## src/rtl/spi_fpga_pkg.sv

```systemverilog
// Shared definitions for the SPI_FPGA master/slave family: FSM encoding,
// SCLK edge-type constants and the bit-reversal helper.
package spi_fpga_pkg;

  typedef enum logic [1:0] {
    IDLE     = 2'd0,
    SETUP    = 2'd1,
    TRANSFER = 2'd2,
    HOLD     = 2'd3
  } state_t;

  // Edge type as seen on bit 0 of the edge counter (first edge is leading).
  localparam logic EDGE_LEADING  = 1'b0;
  localparam logic EDGE_TRAILING = 1'b1;

  // Widest word flip_backwards handles; callers zero-extend and truncate.
  localparam int unsigned FLIP_MAX   = 64;
  localparam int unsigned FLIP_IDX_W = 6;

  // Reverse the order of the low 'width' bits of 'value'; upper bits return 0.
  function automatic logic [FLIP_MAX-1:0] flip_backwards(
    input logic [FLIP_MAX-1:0] value,
    input int unsigned         width
  );
    logic [FLIP_MAX-1:0] result;
    result = '0;
    for (int unsigned i = 0; i < FLIP_MAX; i++) begin
      if (i < width) begin
        result[FLIP_IDX_W'(i)] = value[FLIP_IDX_W'(width - 1 - i)];
      end
    end
    return result;
  endfunction

endpackage

```

## src/rtl/spi_fpga_sclk_gen.sv

```systemverilog
// SCLK timing for the SPI master: half-period divider producing a tick every
// CLK_DIV cycles while active, and an edge counter classifying each SCLK edge.
module spi_fpga_sclk_gen
  import spi_fpga_pkg::*;
#(
  parameter int unsigned CLK_DIV     = 2,
  parameter int unsigned PACK_LENGTH = 8
) (
  input  logic clk,
  input  logic reset,
  input  logic run,
  input  logic shifting,
  output logic tick,
  output logic lead_stb,
  output logic trail_stb,
  output logic last_edge
);

  localparam int unsigned DIV_W  = (CLK_DIV > 1) ? $clog2(CLK_DIV) : 1;
  localparam int unsigned EDGES  = 2 * PACK_LENGTH;
  localparam int unsigned EDGE_W = $clog2(EDGES + 1);

  logic [DIV_W-1:0]  div_cnt;
  logic [EDGE_W-1:0] edge_cnt;
  logic              edge_stb;

  // Half-period counter, restarted whenever the master is idle.
  always_ff @(posedge clk) begin
    if (reset || !run) begin
      div_cnt <= '0;
    end else if (tick) begin
      div_cnt <= '0;
    end else begin
      div_cnt <= div_cnt + 1'b1;
    end
  end

  // Count SCLK edges issued in the current transfer.
  always_ff @(posedge clk) begin
    if (reset || !run) begin
      edge_cnt <= '0;
    end else if (edge_stb) begin
      edge_cnt <= edge_cnt + 1'b1;
    end
  end

  // Tick, edge strobes and last-edge flag decoded from the counters.
  always_comb begin
    tick      = run && (div_cnt == DIV_W'(CLK_DIV - 1));
    edge_stb  = tick && shifting;
    lead_stb  = edge_stb && (edge_cnt[0] == EDGE_LEADING);
    trail_stb = edge_stb && (edge_cnt[0] == EDGE_TRAILING);
    last_edge = (edge_cnt == EDGE_W'(EDGES - 1));
  end

endmodule

```

## src/rtl/spi_fpga_master.sv

```systemverilog
// SPI master for the SPI_FPGA family: one start strobe launches one word
// transfer in any CPHA/CPOL mode; the received word is published with a
// single-cycle done pulse.
module spi_fpga_master
  import spi_fpga_pkg::*;
#(
  parameter int unsigned CPHA                       = 0,
  parameter int unsigned CPOL                       = 0,
  parameter int unsigned PACK_LENGTH                = 8,
  parameter int unsigned PACK_BIT_SEQUENCE_TRANSMIT = 1,
  parameter int unsigned PACK_BIT_SEQUENCE_RECEIVE  = 1,
  parameter int unsigned CLK_DIV                    = 2
) (
  input  logic                   IN_CLK,
  input  logic                   IN_RESET,
  input  logic                   IN_START,
  input  logic [PACK_LENGTH-1:0] IN_TRANSMIT_DATA,
  input  logic                   MISO,
  output logic                   SCLK,
  output logic                   MOSI,
  output logic                   CS,
  output logic                   OUT_BUSY,
  output logic                   OUT_DONE,
  output logic [PACK_LENGTH-1:0] OUT_RECEIVE_DATA
);

  localparam int unsigned N         = PACK_LENGTH;
  localparam logic        IDLE_SCLK = (CPOL != 0);

  state_t         state;
  state_t         state_next;
  logic           tick;
  logic           lead_stb;
  logic           trail_stb;
  logic           last_edge;
  logic           run;
  logic           shifting;
  logic           accept;
  logic           finish;
  logic           drive_stb;
  logic           sample_stb;
  logic [N-1:0]   tx_reg;
  logic [N-1:0]   rx_reg;
  logic [N-1:0]   tx_load;
  logic [N-1:0]   rx_word;

  spi_fpga_sclk_gen #(
    .CLK_DIV     (CLK_DIV),
    .PACK_LENGTH (PACK_LENGTH)
  ) u_sclk_gen (
    .clk       (IN_CLK),
    .reset     (IN_RESET),
    .run       (run),
    .shifting  (shifting),
    .tick      (tick),
    .lead_stb  (lead_stb),
    .trail_stb (trail_stb),
    .last_edge (last_edge)
  );

  // FSM state register.
  always_ff @(posedge IN_CLK) begin
    if (IN_RESET) begin
      state <= IDLE;
    end else begin
      state <= state_next;
    end
  end

  // FSM next-state logic; the tick ending SETUP is itself the first leading edge.
  always_comb begin
    state_next = state;
    unique case (state)
      IDLE:     if (IN_START) state_next = SETUP;
      SETUP:    if (tick) state_next = TRANSFER;
      TRANSFER: if (trail_stb && last_edge) state_next = HOLD;
      HOLD:     if (tick) state_next = IDLE;
      default:  state_next = IDLE;
    endcase
  end

  // FSM outputs and phase-dependent drive/sample selection.
  always_comb begin
    run        = (state != IDLE);
    shifting   = (state == SETUP) || (state == TRANSFER);
    accept     = (state == IDLE) && IN_START;
    finish     = (state == HOLD) && tick;
    OUT_BUSY   = run;
    drive_stb  = (CPHA == 0) ? (trail_stb && !last_edge) : lead_stb;
    sample_stb = (CPHA == 0) ? lead_stb : trail_stb;
  end

  // Bit-order adaptation of the transmit and receive words.
  always_comb begin
    tx_load = (PACK_BIT_SEQUENCE_TRANSMIT != 0) ? IN_TRANSMIT_DATA
            : N'(flip_backwards(FLIP_MAX'(IN_TRANSMIT_DATA), N));
    rx_word = (PACK_BIT_SEQUENCE_RECEIVE != 0) ? rx_reg
            : N'(flip_backwards(FLIP_MAX'(rx_reg), N));
  end

  // Pin registers and shift registers.
  always_ff @(posedge IN_CLK) begin
    if (IN_RESET) begin
      CS               <= 1'b1;
      SCLK             <= IDLE_SCLK;
      MOSI             <= 1'b0;
      OUT_DONE         <= 1'b0;
      OUT_RECEIVE_DATA <= '0;
      tx_reg           <= '0;
      rx_reg           <= '0;
    end else begin
      OUT_DONE <= finish;
      if (accept) begin
        CS     <= 1'b0;
        // With CPHA=0 the first bit goes out on entry, so the register is
        // preloaded one position ahead; every later drive takes its MSB.
        MOSI   <= (CPHA == 0) ? tx_load[N-1] : 1'b0;
        tx_reg <= (CPHA == 0) ? {tx_load[N-2:0], 1'b0} : tx_load;
        rx_reg <= '0;
      end
      if (lead_stb || trail_stb) begin
        SCLK <= ~SCLK;
      end
      if (drive_stb) begin
        MOSI   <= tx_reg[N-1];
        tx_reg <= {tx_reg[N-2:0], 1'b0};
      end
      if (sample_stb) begin
        rx_reg <= {rx_reg[N-2:0], MISO};
      end
      if (finish) begin
        CS               <= 1'b1;
        MOSI             <= 1'b0;
        OUT_RECEIVE_DATA <= rx_word;
      end
    end
  end

endmodule

```

## config.mk

```make
export PLATFORM = sky130hd
export DESIGN_NAME = spi_fpga_master
export DESIGN_NICKNAME = d
export VERILOG_FILES = /design/src/rtl/spi_fpga_pkg.sv /design/src/rtl/spi_fpga_sclk_gen.sv /design/src/rtl/spi_fpga_master.sv
export SDC_FILE = /design/constraint.sdc
export NUM_CORES = 1
export LEC_CHECK = 0
export CAP_MARGIN = 30
export CORE_MARGIN = 2
export CORE_UTILIZATION = 43
export CTS_BUF_LIST = sky130_fd_sc_hd__clkbuf_4
export DETAILED_ROUTE_END_ITERATION = 8
export PLACE_DENSITY = 0.65
export SLEW_MARGIN = 20
export SYNTH_ARGS = -nofsm -noshare
export SYNTH_HDL_FRONTEND = slang
export SYNTH_SLANG_ARGS = --single-unit
```

## constraint.sdc

```tcl
create_clock -name IN_CLK -period 1.67 [get_ports IN_CLK]
set_clock_uncertainty 0.15 [all_clocks]
set_input_delay 0.4175 -clock IN_CLK [delete_from_list [all_inputs] [get_ports IN_CLK]]
set_output_delay 0.4175 -clock IN_CLK [all_outputs]
set_load 0.01 [all_outputs]
```

-- After elaboration in Yosys (flattened, before gate mapping)
Cells that the tools add are included.
- input port bits: 12
- logic and storage cells: 53
- latch bits: 0
- memory bits (read-only): 0
- flip-flop bits (word level): 35
- RAM bits: 0
- memories kept: 0
- add/sub/neg operators: 2
- bitwise logic cells: 2
- order comparisons: 0
- div/mod/pow operators: 0
- reductions and logical operators: 20
- equal/unequal tests: 8
- mux-type cells: 11
- shifts and indexed selects: 0
- multiply operators: 0
- operators by type and width (kind ; number):
    $mux W8 ; 4
    $logic_and A1 B1 Y1 ; 8
    $mux W2 ; 4
    $ne A2 B2 Y1 const B ; 4
    $pmux W2 S4 ; 1
    $reduce_bool A2 Y1 ; 3
    $add A5 B1 Y5 const B ; 1
    $eq A5 B4 Y1 const B ; 1
    $eq A2 B2 Y1 const B ; 2
    $reduce_and A4 Y1 ; 1
    $reduce_or A2 Y1 ; 2
    $logic_or A1 B1 Y1 ; 3
    $eq A2 B1 Y1 const B ; 1
    $logic_not A1 Y1 ; 2
    $logic_not A2 Y1 ; 1
    $mux W1 ; 2
    $not A1 Y1 ; 2
    $add A1 B1 Y1 const B ; 1

-- Longest topological paths before layout
- depth in word-level cells: 7
- depth in mapped cells: 7
- gate-level depth less buffers: 6

-- Modules after synthesis
A second synthesis with hierarchy kept.
- cell total of the unflattened synthesis: 160
- area, all modules: 1501.4 µm²
- by module, submodules not included (module ; area each (µm²) ; cells each ; times used):
    spi_fpga_master ; 1223.7 ; 128 ; 1
    spi_fpga_sclk_gen ; 277.8 ; 32 ; 1

-- Least setup slack after synthesis
Ideal clock, no wire load.
- path kind: reg-to-reg
- start point: reg state[1]
- end point: reg rx_reg[0]
- buffers on the path: 1
- required time: 1386 ps
- path slack: -70 ps
- period minus slack after synthesis: 1740 ps
- data arrival time: 1456 ps
- setup time: 134 ps
- cell stages (with the launch flop): 8
- cell sequence: dfxtp_1 > inv_1 > ha_1 > nand2_2 > or3_1 > buf_2 > nand3_1 > a21oi_1
- longest elaborated chain between the ends: 5
- ends and longest elaborated chain (item ; line ; text):
    start, declared ; spi_fpga_master.sv:30 ; state_t state;
    start signal, assigned ; spi_fpga_master.sv:66 ; state <= state_next;
    $eq A2 B1 Y1 (tied with other cells) ; spi_fpga_master.sv:85 ; shifting = (state == SETUP) || (state == TRANSFER);
    $logic_or A1 B1 Y1 or $logic_and A1 B1 Y1 (tied branches) ; spi_fpga_master.sv:85, spi_fpga_sclk_gen.sv:49 ;
    $logic_and A1 B1 Y1 ; spi_fpga_sclk_gen.sv:50 ; edge_stb = tick && shifting;
    $logic_and A1 B1 Y1 ; spi_fpga_sclk_gen.sv:51 ; lead_stb = edge_stb && (edge_cnt[0] == EDGE_LEADING);
    $mux W8 or $reduce_bool A2 Y1 (tied branches) ; -- ;
    end signal, assigned ; spi_fpga_master.sv:129 ; rx_reg <= {rx_reg[N-2:0], MISO};
    end, declared ; spi_fpga_master.sv:43 ; logic [N-1:0] rx_reg;
Several ways; a longest one is shown, not always the timed one.
A chain may end at the register's enable or synchronous reset.

-- Final worst setup path
- start point: reg state[0]
- end point: reg tx_reg[7]
- longest elaborated chain between the ends: 6
- ends and longest elaborated chain (item ; line ; text):
    $eq A2 B1 Y1 (tied with other cells) ; spi_fpga_master.sv:85 ;
    $logic_or A1 B1 Y1 or $logic_and A1 B1 Y1 (tied branches) ; spi_fpga_master.sv:85, spi_fpga_sclk_gen.sv:49 ;
    $logic_and A1 B1 Y1 ; spi_fpga_sclk_gen.sv:50 ;
    $logic_and A1 B1 Y1 ; spi_fpga_sclk_gen.sv:52 ; trail_stb = edge_stb && (edge_cnt[0] == EDGE_TRAILING);
    $logic_and A1 B1 Y1 ; spi_fpga_master.sv:89 ; drive_stb = (CPHA == 0) ? (trail_stb && !last_edge) : lead_stb;
    $mux W8 or $reduce_bool A2 Y1 (tied branches) ; -- ;
    end signal, assigned ; spi_fpga_master.sv:118 ; tx_reg <= (CPHA == 0) ? {tx_load[N-2:0], 1'b0} : tx_load;
    end signal, assigned ; spi_fpga_master.sv:126 ; tx_reg <= {tx_reg[N-2:0], 1'b0};
    end, declared ; spi_fpga_master.sv:42 ; logic [N-1:0] tx_reg;
Several ways; a longest one is shown, not always the timed one.

==> results by group <==
Status
  • Outcome: complete, but fails checks
  • Violations in the final reports: negative setup slack

Clock tree
  • Cell at the root of the clock tree: clkbuf_4
  • CTS Sinks: 35
  • Number of buffers created by CTS: 5
  • Clock insertion delay at the later pin of the skew report: 350 ps
  • H-Tree Depth: 2
  • Clock Tree Buf Depth: 2
  • CTS tree: built
  • Hold-fix buffers at CTS: 0
  • Clock-pin slew reported for the worst setup and hold paths after clock tree synthesis: 110 ps

Power and ir drop
  • Total design power: 2759 uW
  • Peak supply drop: 1.178 mV
  • Leak pwr: 0.0008959 uW
  • Areal power density over the cells: 1234 nW/um2

Finish
  • Nets: 228
  • Area added between synthesis and finish: 49.41%
  • Area of all sequential standard cells: 704.4 um2
  • Antenna cells: 0
  • Total area of multi-input combinational cells: 935.9 um2
  • Leading cell type in the layout, fill and taps excluded: dfxtp_1
  • Most used cells in the layout excluding fill and tap cells: dfxtp_1 (32), buf_4 (22), nand2_1 (18), dlygate4sd2_1 (12), clkdlybuf4s50_1 (11)
  • Fill cell total of the finished layout: 278
  • Layout cell share with drive strength beyond 1: 42.86%

Timing
  • Final hold violation count: 0
  • Unrepaired setup endpoints after global routing: yes
  • Pin slew with the least headroom to its limit: 327.4 ps
  • Maximum operating frequency: 0.5666 GHz
  • Period utilisation layout: 105.7%
  • Setup-failing EPs final: 17
  • Relative max-transition margin: 78.15%
  • Max-slew violation total from the final report: 0
  • Setup slack after layout: -94.83 ps
  • Post-layout minimum cycle time: 1765 ps

Global routing
  • GR Util met1: 21.65%
  • Number of antenna violations at the first check in global routing: 0
  • Global routing usage on met3: 5.045%
  • Global-route wire length before repair: 5.809 mm
  • Largest net degree at the start of global routing: 17
  • Number of global-route vias before repair: 1314
  • Met2 demand-to-capacity share in global routing: 32.71%
  • Peak-usage layer in the global routing report: met2
  • GRT Util Overall: 19.08%
  • Total overflow reported by the global router: 0

Placed design
  • Half-perimeter wire length after placement: 2.331 mm
  • Placer congestion estimate: 0.7061
  • Worst setup slack after placement: -184.7 ps
  • Count of input and output buffers: 24

Routing
  • Mean routed wirelength per cell: 14.15 um
  • Antenna Violating Nets Remaining: 0
  • Detailed-route wire length: 3.622 mm
  • Number of design-rule violations left by the first detailed-router iteration: 31
  • First drt pass iteration count: 6
  • Mean number of vias per cell: 5.156
  • Drc violations: 0
  • DR vias: 1320

Worst hold path
  • Cell count of the worst hold path: 2
  • HP Start: CS
  • Hold Crit Endpoint: CS
  • Hold Path Class: reg -> reg

Flow run
  • Max-cap check violation count: 0

Worst setup path
  • Required time of the worst setup path: 1790 ps
  • Critical R2R Capture: tx_reg[7]
  • Worst-case reg-to-reg path depth: 6
  • Worst path arrival time: 1880 ps
  • Setup CP Type: reg -> reg
  • Type of destination of the critical path: register
  • Startpoint type of the worst setup path: register
  • Launching point of the worst reg2reg path: state[0]
  • Worst-case register-to-register setup slack: -90 ps
  • Critical path peak fanout: 8

Synthesis
  • Number of unique standard cell types used by synthesis: 29
  • Synth Register Bits: 35
  • Sequential share of the synthesized area: 46.82%
  • Post-synthesis cell type with the largest combined area: dfxtp_1
  • Yosys warns: 0
  • Main area contributors after synthesis: dfxtp_1 (47%), nand3_1 (6.4%), a311oi_2 (6.0%), ha_1 (5.9%), nand2_1 (5.3%)
  • Net Count, Synth: 177
  • Area share of the leading cell type in the synthesized netlist: 46.82%
  • Area of the mapped netlist: 1496 um2
  • Cell count after synthesis: 158
  • Average cell area after synthesis: 9.471 um2

Floorplan
  • Die height: 62.99 um
  • Placement row count: 21
  • Die width: 62.99 um
  • Die Area: 3968 um2
  • Initial cell density of the core: 44.84%
  • Core Region: 3337 um2
  • I/O pins: 25
cell type report:
class	count	share of cell area (%)
multi-input cells	111	41.86
flip-flops and latches	35	31.51
repair buffers	51	20.43
well taps	46	2.574
clock buffers	6	2.015
inverters	5	1.063
clock inverters	2	0.5596
Yosys cell counts:
master	instances
a31oi_1	1
dfxtp_1	35
nor2_2	1
o211a_1	1
buf_8	1
a31oi_2	1
ha_1	7
clkbuf_1	1
nor2_1	13
xor2_1	3
nor4b_1	1
nand2_2	3
and4b_4	1
a21oi_1	13
a311oi_2	6
a22o_1	8
or3_1	2
o21ai_0	2
mux2_2	1
nand2b_4	1
inv_1	5
nand3_1	19
buf_2	5
nand2_1	21
o21bai_1	1
buf_4	1
nor3_2	1
and3_1	2
a41o_1	1
worst max path at each step:
stage,from,endpoint,slack [ps],cells after the start
2_1_floorplan,state[1],rx_reg[0],6,7
3_3_place_gp,IN_START,state[1],-140,5
3_5_place_dp,IN_START,state[1],-180,5
4_1_cts,state[0],MOSI,-90,6
5_1_grt,state[0],tx_reg[5],-140,7
6_report,state[0],tx_reg[7],-90,6
through the flow:
| step | hold WS (ps) | TNS [ps] | area [um2] | utilization, % | std cells |
|---|---|---|---|---|---|
| after global placement | 279.1 | -1631 | 1901 | 56.96 | 239 |
| after global routing | 351.4 | -1609 | 2236 | 67.00 | 256 |
| after floorplan | 292.1 | 0 | 1511 | - | 158 |
| after CTS | 315.3 | -325.5 | 2098 | 62.88 | 251 |
| final | 309.5 | -782.1 | 2236 | 67.00 | 256 |
| after detailed placement | 300.2 | -1850 | 1901 | 56.96 | 239 |
critical path, cell delays in order, from the launching register on:
cell	delay (ps)
dfxtp_2	370
inv_4	50
buf_6	110
ha_4	270
and4b_4	310
nand2b_4	140
a311oi_2	280
where the power goes:
group | switching [uW] | total (uW) | leakage [uW] | internal [uW]
combinational | 630 | 1280 | 0.000579 | 648
clock | 299 | 478 | 0.0000317 | 179
sequential | 81.9 | 1000 | 0.000285 | 921
total | 1010 | 2760 | 0.000896 | 1750
cells by family after synthesis:
group / synth area share [%]
AOI/OAI and AO/OA: 18.81
xor gates and xnor gates: 1.756
adders and majority gates: 5.853
buffers and inverters: 4.682
DFF: 46.82
muxes: 0.7525
and+or+nand+nor: 21.32
per-layer routing:
layer	part of all wire, %	vias to the layer above
li1	-	659
met1	44	626
met2	51	26
met3	3.2	9
met4	2.3	0
met5	0	-
timing repair:
| item | in CTS | in global routing |
|---|---|---|
| cloned | 1 | 0 |
| endpoints found under the setup margin | 32 | 22 |
| buffers inserted | 3 | 6 |
| pin swaps | 16 | 15 |
| gates resized for setup | 49 | 19 |
Note: power is estimated with default switching activity, not from simulation.
